<file path="src/rtl/pipe_hazard_ctrl_pkg.sv">
// Shared types and helpers for the pipeline stall/flush sequencer.
// The optional statistics block is enabled by PIPE_HAZARD_CTRL_STATS_EN.
package pipe_hazard_ctrl_pkg;

    typedef enum logic [1:0] {
        RUN      = 2'd0,
        LU_STALL = 2'd1,
        FLUSH    = 2'd2
    } state_t;

    localparam logic [5:0] OPC_LOAD = 6'h23;

    // Counter width: $clog2 of the longer window, never below one bit.
    function automatic int cnt_width(input int lu_cycles, input int flush_cycles);
        int longest;
        longest = (lu_cycles > flush_cycles) ? lu_cycles : flush_cycles;
        return (longest <= 2) ? 1 : $clog2(longest);
    endfunction

endpackage

</file>
<file path="src/rtl/pipe_hazard_ctrl_if.sv">
// Hazard-controller bundle: pipeline status in, register enables/flushes out.
// Statistics outputs exist only when PIPE_HAZARD_CTRL_STATS_EN is defined.
interface pipe_hazard_ctrl_if #(
    parameter int CNT_W = 32
);
    logic [4:0] r1_addr_RR;
    logic [4:0] r2_addr_RR;
    logic       r1_used_RR;
    logic       r2_used_RR;
    logic [4:0] R3_addr_EX;
    logic [5:0] opcode_EX;
    logic       branch_taken_EX;
    logic       mem_req_MEM;
    logic       mem_ack_MEM;

    logic       en_pc;
    logic       en_IF_ID;
    logic       en_ID_RR;
    logic       en_RR_EX;
    logic       flush_IF_ID;
    logic       flush_ID_RR;
    logic       flush_RR_EX;
    logic [1:0] state_o;
`ifdef PIPE_HAZARD_CTRL_STATS_EN
    logic [CNT_W-1:0] stall_cycles_o;
    logic [CNT_W-1:0] flush_events_o;
`endif

    // Pipeline side: reports hazard sources, consumes enables and flushes.
    modport master (
        output r1_addr_RR, r2_addr_RR, r1_used_RR, r2_used_RR,
        output R3_addr_EX, opcode_EX, branch_taken_EX, mem_req_MEM, mem_ack_MEM,
        input  en_pc, en_IF_ID, en_ID_RR, en_RR_EX,
        input  flush_IF_ID, flush_ID_RR, flush_RR_EX, state_o
`ifdef PIPE_HAZARD_CTRL_STATS_EN
        , input stall_cycles_o, flush_events_o
`endif
    );

    modport slave (
        input  r1_addr_RR, r2_addr_RR, r1_used_RR, r2_used_RR,
        input  R3_addr_EX, opcode_EX, branch_taken_EX, mem_req_MEM, mem_ack_MEM,
        output en_pc, en_IF_ID, en_ID_RR, en_RR_EX,
        output flush_IF_ID, flush_ID_RR, flush_RR_EX, state_o
`ifdef PIPE_HAZARD_CTRL_STATS_EN
        , output stall_cycles_o, flush_events_o
`endif
    );

endinterface

</file>
<file path="src/rtl/pipe_hazard_stats.sv">
// Saturating stall-cycle and flush-event counters for the hazard controller.
// Compiled only when PIPE_HAZARD_CTRL_STATS_EN is defined.
`ifdef PIPE_HAZARD_CTRL_STATS_EN
module pipe_hazard_stats #(
    parameter int CNT_W = 32
) (
    input  logic             clk,
    input  logic             reset,
    input  logic             stall_inc,
    input  logic             flush_inc,
    output logic [CNT_W-1:0] stall_cycles,
    output logic [CNT_W-1:0] flush_events
);

    always_ff @(posedge clk or posedge reset) begin
        if (reset) begin
            stall_cycles <= '0;
            flush_events <= '0;
        end else begin
            if (stall_inc && (stall_cycles != '1))
                stall_cycles <= stall_cycles + CNT_W'(1);
            if (flush_inc && (flush_events != '1))
                flush_events <= flush_events + CNT_W'(1);
        end
    end

endmodule
`endif

</file>
<file path="src/rtl/pipe_hazard_ctrl.sv">
// Stall/flush sequencer for the PC, IF/ID, ID/RR and RR/EX pipeline registers.
// Optional statistics counters are added by PIPE_HAZARD_CTRL_STATS_EN.
module pipe_hazard_ctrl
    import pipe_hazard_ctrl_pkg::*;
#(
    parameter logic [5:0] LOAD_OPCODE     = OPC_LOAD,
    parameter int         LU_STALL_CYCLES = 1,
    parameter int         FLUSH_CYCLES    = 2,
    parameter int         CNT_W           = 32
) (
    input logic          clk,
    input logic          reset,
    pipe_hazard_ctrl_if.slave hz
);

    localparam int CW = cnt_width(LU_STALL_CYCLES, FLUSH_CYCLES);

    if (LU_STALL_CYCLES < 1 || FLUSH_CYCLES < 1 || CNT_W < 1) begin : g_bad_param
        $error("pipe_hazard_ctrl: window lengths and CNT_W must be at least 1");
    end

    state_t        state;
    logic [CW-1:0] cnt;
    logic          freeze;
    logic          lu_hit;
    logic          r1_hit;
    logic          r2_hit;

    assign freeze = hz.mem_req_MEM & ~hz.mem_ack_MEM;
    assign r1_hit = hz.r1_used_RR & (hz.r1_addr_RR == hz.R3_addr_EX);
    assign r2_hit = hz.r2_used_RR & (hz.r2_addr_RR == hz.R3_addr_EX);
    // r0 is hard-wired zero, so a load to it never creates a dependency.
    assign lu_hit = (hz.opcode_EX == LOAD_OPCODE) & (hz.R3_addr_EX != 5'd0) & (r1_hit | r2_hit);

    // NOTE: sequential state uses non-blocking assignments so every flop samples
    // pre-edge values regardless of statement order.
    always_ff @(posedge clk or posedge reset) begin
        if (reset) begin
            state <= RUN;
            cnt   <= '0;
        end else if (!freeze) begin
            unique case (state)
                RUN: begin
                    if (hz.branch_taken_EX) begin
                        if (FLUSH_CYCLES > 1) begin
                            state <= FLUSH;
                            cnt   <= CW'(FLUSH_CYCLES - 2);
                        end
                    end else if (lu_hit) begin
                        if (LU_STALL_CYCLES > 1) begin
                            state <= LU_STALL;
                            cnt   <= CW'(LU_STALL_CYCLES - 2);
                        end
                    end
                end
                LU_STALL, FLUSH: begin
                    if (cnt == '0)
                        state <= RUN;
                    else
                        cnt <= cnt - CW'(1);
                end
                default: state <= RUN;
            endcase
        end
    end

    // NOTE: every output gets a default before the case so no latch is inferred.
    always_comb begin
        hz.en_pc       = 1'b0;
        hz.en_IF_ID    = 1'b0;
        hz.en_ID_RR    = 1'b0;
        hz.en_RR_EX    = 1'b0;
        hz.flush_IF_ID = 1'b0;
        hz.flush_ID_RR = 1'b0;
        hz.flush_RR_EX = 1'b0;
        if (!reset && !freeze) begin
            unique case (state)
                RUN: begin
                    hz.en_pc    = 1'b1;
                    hz.en_IF_ID = 1'b1;
                    hz.en_ID_RR = 1'b1;
                    hz.en_RR_EX = 1'b1;
                    if (hz.branch_taken_EX) begin
                        hz.flush_IF_ID = 1'b1;
                        hz.flush_ID_RR = 1'b1;
                    end else if (lu_hit) begin
                        hz.en_pc       = 1'b0;
                        hz.en_IF_ID    = 1'b0;
                        hz.en_ID_RR    = 1'b0;
                        hz.flush_RR_EX = 1'b1;
                    end
                end
                LU_STALL: begin
                    hz.en_RR_EX    = 1'b1;
                    hz.flush_RR_EX = 1'b1;
                end
                FLUSH: begin
                    hz.en_pc       = 1'b1;
                    hz.en_IF_ID    = 1'b1;
                    hz.en_ID_RR    = 1'b1;
                    hz.en_RR_EX    = 1'b1;
                    hz.flush_IF_ID = 1'b1;
                    hz.flush_ID_RR = 1'b1;
                end
                default: ;
            endcase
        end
    end

    assign hz.state_o = state;

`ifdef PIPE_HAZARD_CTRL_STATS_EN
    logic stall_inc;
    logic flush_inc;

    assign stall_inc = ~hz.en_pc & ~reset;
    assign flush_inc = (state == RUN) & hz.branch_taken_EX & ~freeze & ~reset;

    pipe_hazard_stats #(
        .CNT_W (CNT_W)
    ) u_stats (
        .clk          (clk),
        .reset        (reset),
        .stall_inc    (stall_inc),
        .flush_inc    (flush_inc),
        .stall_cycles (hz.stall_cycles_o),
        .flush_events (hz.flush_events_o)
    );
`endif

endmodule
</file>
<file path="src/flat_wrapper.sv">
// flat-port wrapper written by rule: the top's interface ports become plain ports
module pipe_hazard_ctrl_flat import pipe_hazard_ctrl_pkg::*;
#(
    parameter logic [5:0] LOAD_OPCODE     = OPC_LOAD,
    parameter int         LU_STALL_CYCLES = 1,
    parameter int         FLUSH_CYCLES    = 2,
    parameter int         CNT_W           = 32
)
  (clk, reset, hz_r1_addr_RR, hz_r2_addr_RR, hz_r1_used_RR, hz_r2_used_RR, hz_R3_addr_EX, hz_opcode_EX, hz_branch_taken_EX, hz_mem_req_MEM, hz_mem_ack_MEM, hz_en_pc, hz_en_IF_ID, hz_en_ID_RR, hz_en_RR_EX, hz_flush_IF_ID, hz_flush_ID_RR, hz_flush_RR_EX, hz_state_o);
  pipe_hazard_ctrl_if #(.CNT_W(CNT_W)) hz_i ();
  input logic clk;
  input logic reset;
  input wire logic [$bits(hz_i.r1_addr_RR)-1:0] hz_r1_addr_RR;
  input wire logic [$bits(hz_i.r2_addr_RR)-1:0] hz_r2_addr_RR;
  input wire logic [$bits(hz_i.r1_used_RR)-1:0] hz_r1_used_RR;
  input wire logic [$bits(hz_i.r2_used_RR)-1:0] hz_r2_used_RR;
  input wire logic [$bits(hz_i.R3_addr_EX)-1:0] hz_R3_addr_EX;
  input wire logic [$bits(hz_i.opcode_EX)-1:0] hz_opcode_EX;
  input wire logic [$bits(hz_i.branch_taken_EX)-1:0] hz_branch_taken_EX;
  input wire logic [$bits(hz_i.mem_req_MEM)-1:0] hz_mem_req_MEM;
  input wire logic [$bits(hz_i.mem_ack_MEM)-1:0] hz_mem_ack_MEM;
  output wire logic [$bits(hz_i.en_pc)-1:0] hz_en_pc;
  output wire logic [$bits(hz_i.en_IF_ID)-1:0] hz_en_IF_ID;
  output wire logic [$bits(hz_i.en_ID_RR)-1:0] hz_en_ID_RR;
  output wire logic [$bits(hz_i.en_RR_EX)-1:0] hz_en_RR_EX;
  output wire logic [$bits(hz_i.flush_IF_ID)-1:0] hz_flush_IF_ID;
  output wire logic [$bits(hz_i.flush_ID_RR)-1:0] hz_flush_ID_RR;
  output wire logic [$bits(hz_i.flush_RR_EX)-1:0] hz_flush_RR_EX;
  output wire logic [$bits(hz_i.state_o)-1:0] hz_state_o;
  assign hz_i.r1_addr_RR = hz_r1_addr_RR;
  assign hz_i.r2_addr_RR = hz_r2_addr_RR;
  assign hz_i.r1_used_RR = hz_r1_used_RR;
  assign hz_i.r2_used_RR = hz_r2_used_RR;
  assign hz_i.R3_addr_EX = hz_R3_addr_EX;
  assign hz_i.opcode_EX = hz_opcode_EX;
  assign hz_i.branch_taken_EX = hz_branch_taken_EX;
  assign hz_i.mem_req_MEM = hz_mem_req_MEM;
  assign hz_i.mem_ack_MEM = hz_mem_ack_MEM;
  assign hz_en_pc = hz_i.en_pc;
  assign hz_en_IF_ID = hz_i.en_IF_ID;
  assign hz_en_ID_RR = hz_i.en_ID_RR;
  assign hz_en_RR_EX = hz_i.en_RR_EX;
  assign hz_flush_IF_ID = hz_i.flush_IF_ID;
  assign hz_flush_ID_RR = hz_i.flush_ID_RR;
  assign hz_flush_RR_EX = hz_i.flush_RR_EX;
  assign hz_state_o = hz_i.state_o;
  pipe_hazard_ctrl #(.LOAD_OPCODE(LOAD_OPCODE), .LU_STALL_CYCLES(LU_STALL_CYCLES), .FLUSH_CYCLES(FLUSH_CYCLES), .CNT_W(CNT_W)) u_core (.clk(clk), .reset(reset), .hz(hz_i));
endmodule
</file>
<file path="config.mk">
export PLATFORM = sky130hd
export DESIGN_NAME = pipe_hazard_ctrl_flat
export DESIGN_NICKNAME = d
export VERILOG_FILES = /design/src/rtl/pipe_hazard_ctrl_pkg.sv /design/src/rtl/pipe_hazard_ctrl_if.sv /design/src/rtl/pipe_hazard_stats.sv /design/src/rtl/pipe_hazard_ctrl.sv /design/src/flat_wrapper.sv
export SDC_FILE = /design/constraint.sdc
export NUM_CORES = 1
export LEC_CHECK = 0
export ABC_AREA = 1
export BUFFER_PORTS_ARGS = -buffer_cell sky130_fd_sc_hd__buf_2
export CAP_MARGIN = 0
export CORE_AREA = 3 3 40 42
export CTS_BUF_LIST = sky130_fd_sc_hd__clkbuf_16
export DETAILED_ROUTE_END_ITERATION = 6
export DIE_AREA = 0 0 43 45
export GPL_TIMING_DRIVEN = 0
export HOLD_SLACK_MARGIN = 0.05
export MAX_ROUTING_LAYER = met4
export PLACE_DENSITY = 0.62
export REMOVE_ABC_BUFFERS = 1
export SLEW_MARGIN = 20
export SYNTH_ARGS = -nofsm -noshare
export SYNTH_HDL_FRONTEND = slang
export SYNTH_HIERARCHICAL = 1
export SYNTH_SLANG_ARGS = --single-unit
</file>
<file path="constraint.sdc">
create_clock -name clk -period 3.6 [get_ports clk]
set_input_delay 1.08 -clock clk [delete_from_list [all_inputs] [get_ports clk]]
set_output_delay 1.08 -clock clk [all_outputs]
set_load 0.01 [all_outputs]
</file>
==> results.cfg <==
[run_status]
status = completed

[timing]
setup_viol = 0
period_share = 0.831
skew_ns = 0
setup_tns_ns = 0
hold_viol = 0
slew_violations = 0
fmax_mhz = 334
rsz0062_at_grt = false
period_minus_slack_ns = 2.99

[setup_path]
crit_arrival_ns = 1.91
crit_path_max_fanout = 3
cp_common_cell = buf_2
cp_cell_sequence = buf_2 > inv_2 > nand3_1 > nor3_1 > nor2_1 > a21oi_1 > buf_2
cp-start-kind = input port
crit_required_ns = 2.52
slowest_stage = a21oi_1
endpoint_kind = output pin
path_class = input port to output pin
slowest_delay_ns = 0.20

[detailed_routing]
wirelength_um = 855
vias_per_cell = 3.98
drtPass1Iterations = 2
drc = 0
ant_nets = 0
drtIter0Drc = 4
post_drt_wl_per_cell_um = 6.84
route.vias.total = 498

[yosys]
synth-seq-cells = 1
synth_area_per_cell_um2 = 4.48
netlist_area_um2 = 354
ys_seq_area_frac = 0.0707
synthCells = 79
yosys_warnings = 6
netlist-cell-type-count = 12

[place]
gp_congestion = 0.696
dpl-instance-area_um2 = 518
io_buffers = 35
hpwl_um = 808

[floorplan]
core-area_um2 = 1280
start_util = 0.276
die_area_um2 = 1940
io-pin-count = 37
die_width_um = 43
rows = 13
die_h_um = 45

[cts]
cts_hold_buffers = 0
worst_skew_pair.late_latency_ns = 0
clkTransAtPathRegs_ns = 0
cts_resized = 0
cts_setup_buffers = 0

[run]
drv_cap = 0

[cells_and_area]
layout.nets = 140
final_common_cell = buf_2
final_cell_mix = buf_2 (35), nand2_1 (31), nor2_1 (14), inv_1 (11), inv_2 (6)
finish.instance_area_um2 = 518
utilization = 0.403
drive_gt1_frac = 0.400
area_growth_pct = 46.3
fill_cells = 154
largest_register_ffs = 1
antenna_cells = 0

[grt]
grt_pass1_wl_um = 1350
grt_use_total = 0.0855
grt_overflow_total = 0
antenna_found_initial = 0
grt_max_degree = 5
grt_pass1_vias = 398

[pwr]
power_density_nw_per_um2 = 179
p_leak_nw = 0.376
ir_drop_mv = 0.124

[hold_path]
holdCritPathClass = flop to flop
cell families after synthesis:
group | after synthesis | share of synthesized area
XOR/XNOR | 1 | 0.0247
AO/OA/AOI/OAI | 1 | 0.0141
other | 1 | 0.0106
AND/OR/NAND/NOR | 54 | 0.615
buffers and inverters | 21 | 0.265
flip-flops | 1 | 0.0707
metrics by stage:
step           hold WS (ns)  power (mW)  std cells  setup slack (ns)
2_1_floorplan         0.541      0.0600         75             0.575
5_1_grt               0.547       0.103        125             0.518
6_report              0.515      0.0928        125             0.607
4_1_cts               0.521      0.0942        125             0.581
3_5_place_dp          0.517      0.0935        125             0.590
3_3_place_gp          0.513      0.0928        125             0.599
critical path, delay by kind of cell:
kind | cells | cell delay [ns]
buffers and inverters | 3 | 0.35
and+or+nand+nor | 3 | 0.30
AOI/OAI and AO/OA | 1 | 0.20
power by group:
group	internal, mW	switching [mW]
logic	0.0322	0.0364
registers	0.0176	0.00656
clock network	0	0
cell usage after synthesis:
| cell | n | area, um2 |
|---|---|---|
| a21oi_1 | 1 | 5.00 |
| buf_4 | 4 | 30.0 |
| conb_1 | 1 | 3.75 |
| dfrtp_1 | 1 | 25.0 |
| inv_1 | 11 | 41.3 |
| inv_2 | 6 | 22.5 |
| nand2_1 | 31 | 116 |
| nand3_1 | 4 | 20.0 |
| nor2_1 | 14 | 52.6 |
| nor2_2 | 3 | 18.8 |
| nor3_1 | 2 | 10.0 |
| xor2_1 | 1 | 8.76 |
final cells by class:
cell class                      count  area [um2]  area share
Sequential cell                     1        25.0      0.0483
Inverter                           17        63.8       0.123
Multi-Input combinational cell     57         235       0.454
Tap cell                           15        18.8      0.0362
Timing Repair Buffer               35         175       0.338
path summary, 6_finish.rpt:
path	start	end	slack (ns)	cells after the start
hold reg to reg	u_core/hz.state_o[1]$_DFFE_PP0P_	u_core/hz.state_o[1]$_DFFE_PP0P_	0.51	1
hold / removal	u_core/hz.state_o[1]$_DFFE_PP0P_	u_core/hz.state_o[1]$_DFFE_PP0P_	0.51	1
max in group asynchronous	reset	u_core/hz.state_o[1]$_DFFE_PP0P_	2.58	2
setup / recovery	hz_R3_addr_EX[4]	hz_en_IF_ID	0.61	7
min in group asynchronous	reset	u_core/hz.state_o[1]$_DFFE_PP0P_	0.93	2
setup reg to reg	u_core/hz.state_o[1]$_DFFE_PP0P_	u_core/hz.state_o[1]$_DFFE_PP0P_	2.72	3
per-layer routing:
layer / up-vias / track usage / share of wire
met5: - / - / 0
met4: 0 / 0 / 0
met3: 0 / 0.00398 / 0.10
met2: 20 / 0.159 / 0.47
met1: 193 / 0.110 / 0.43
li1: 285 / - / -
Note: power is estimated with default switching activity, not from simulation.
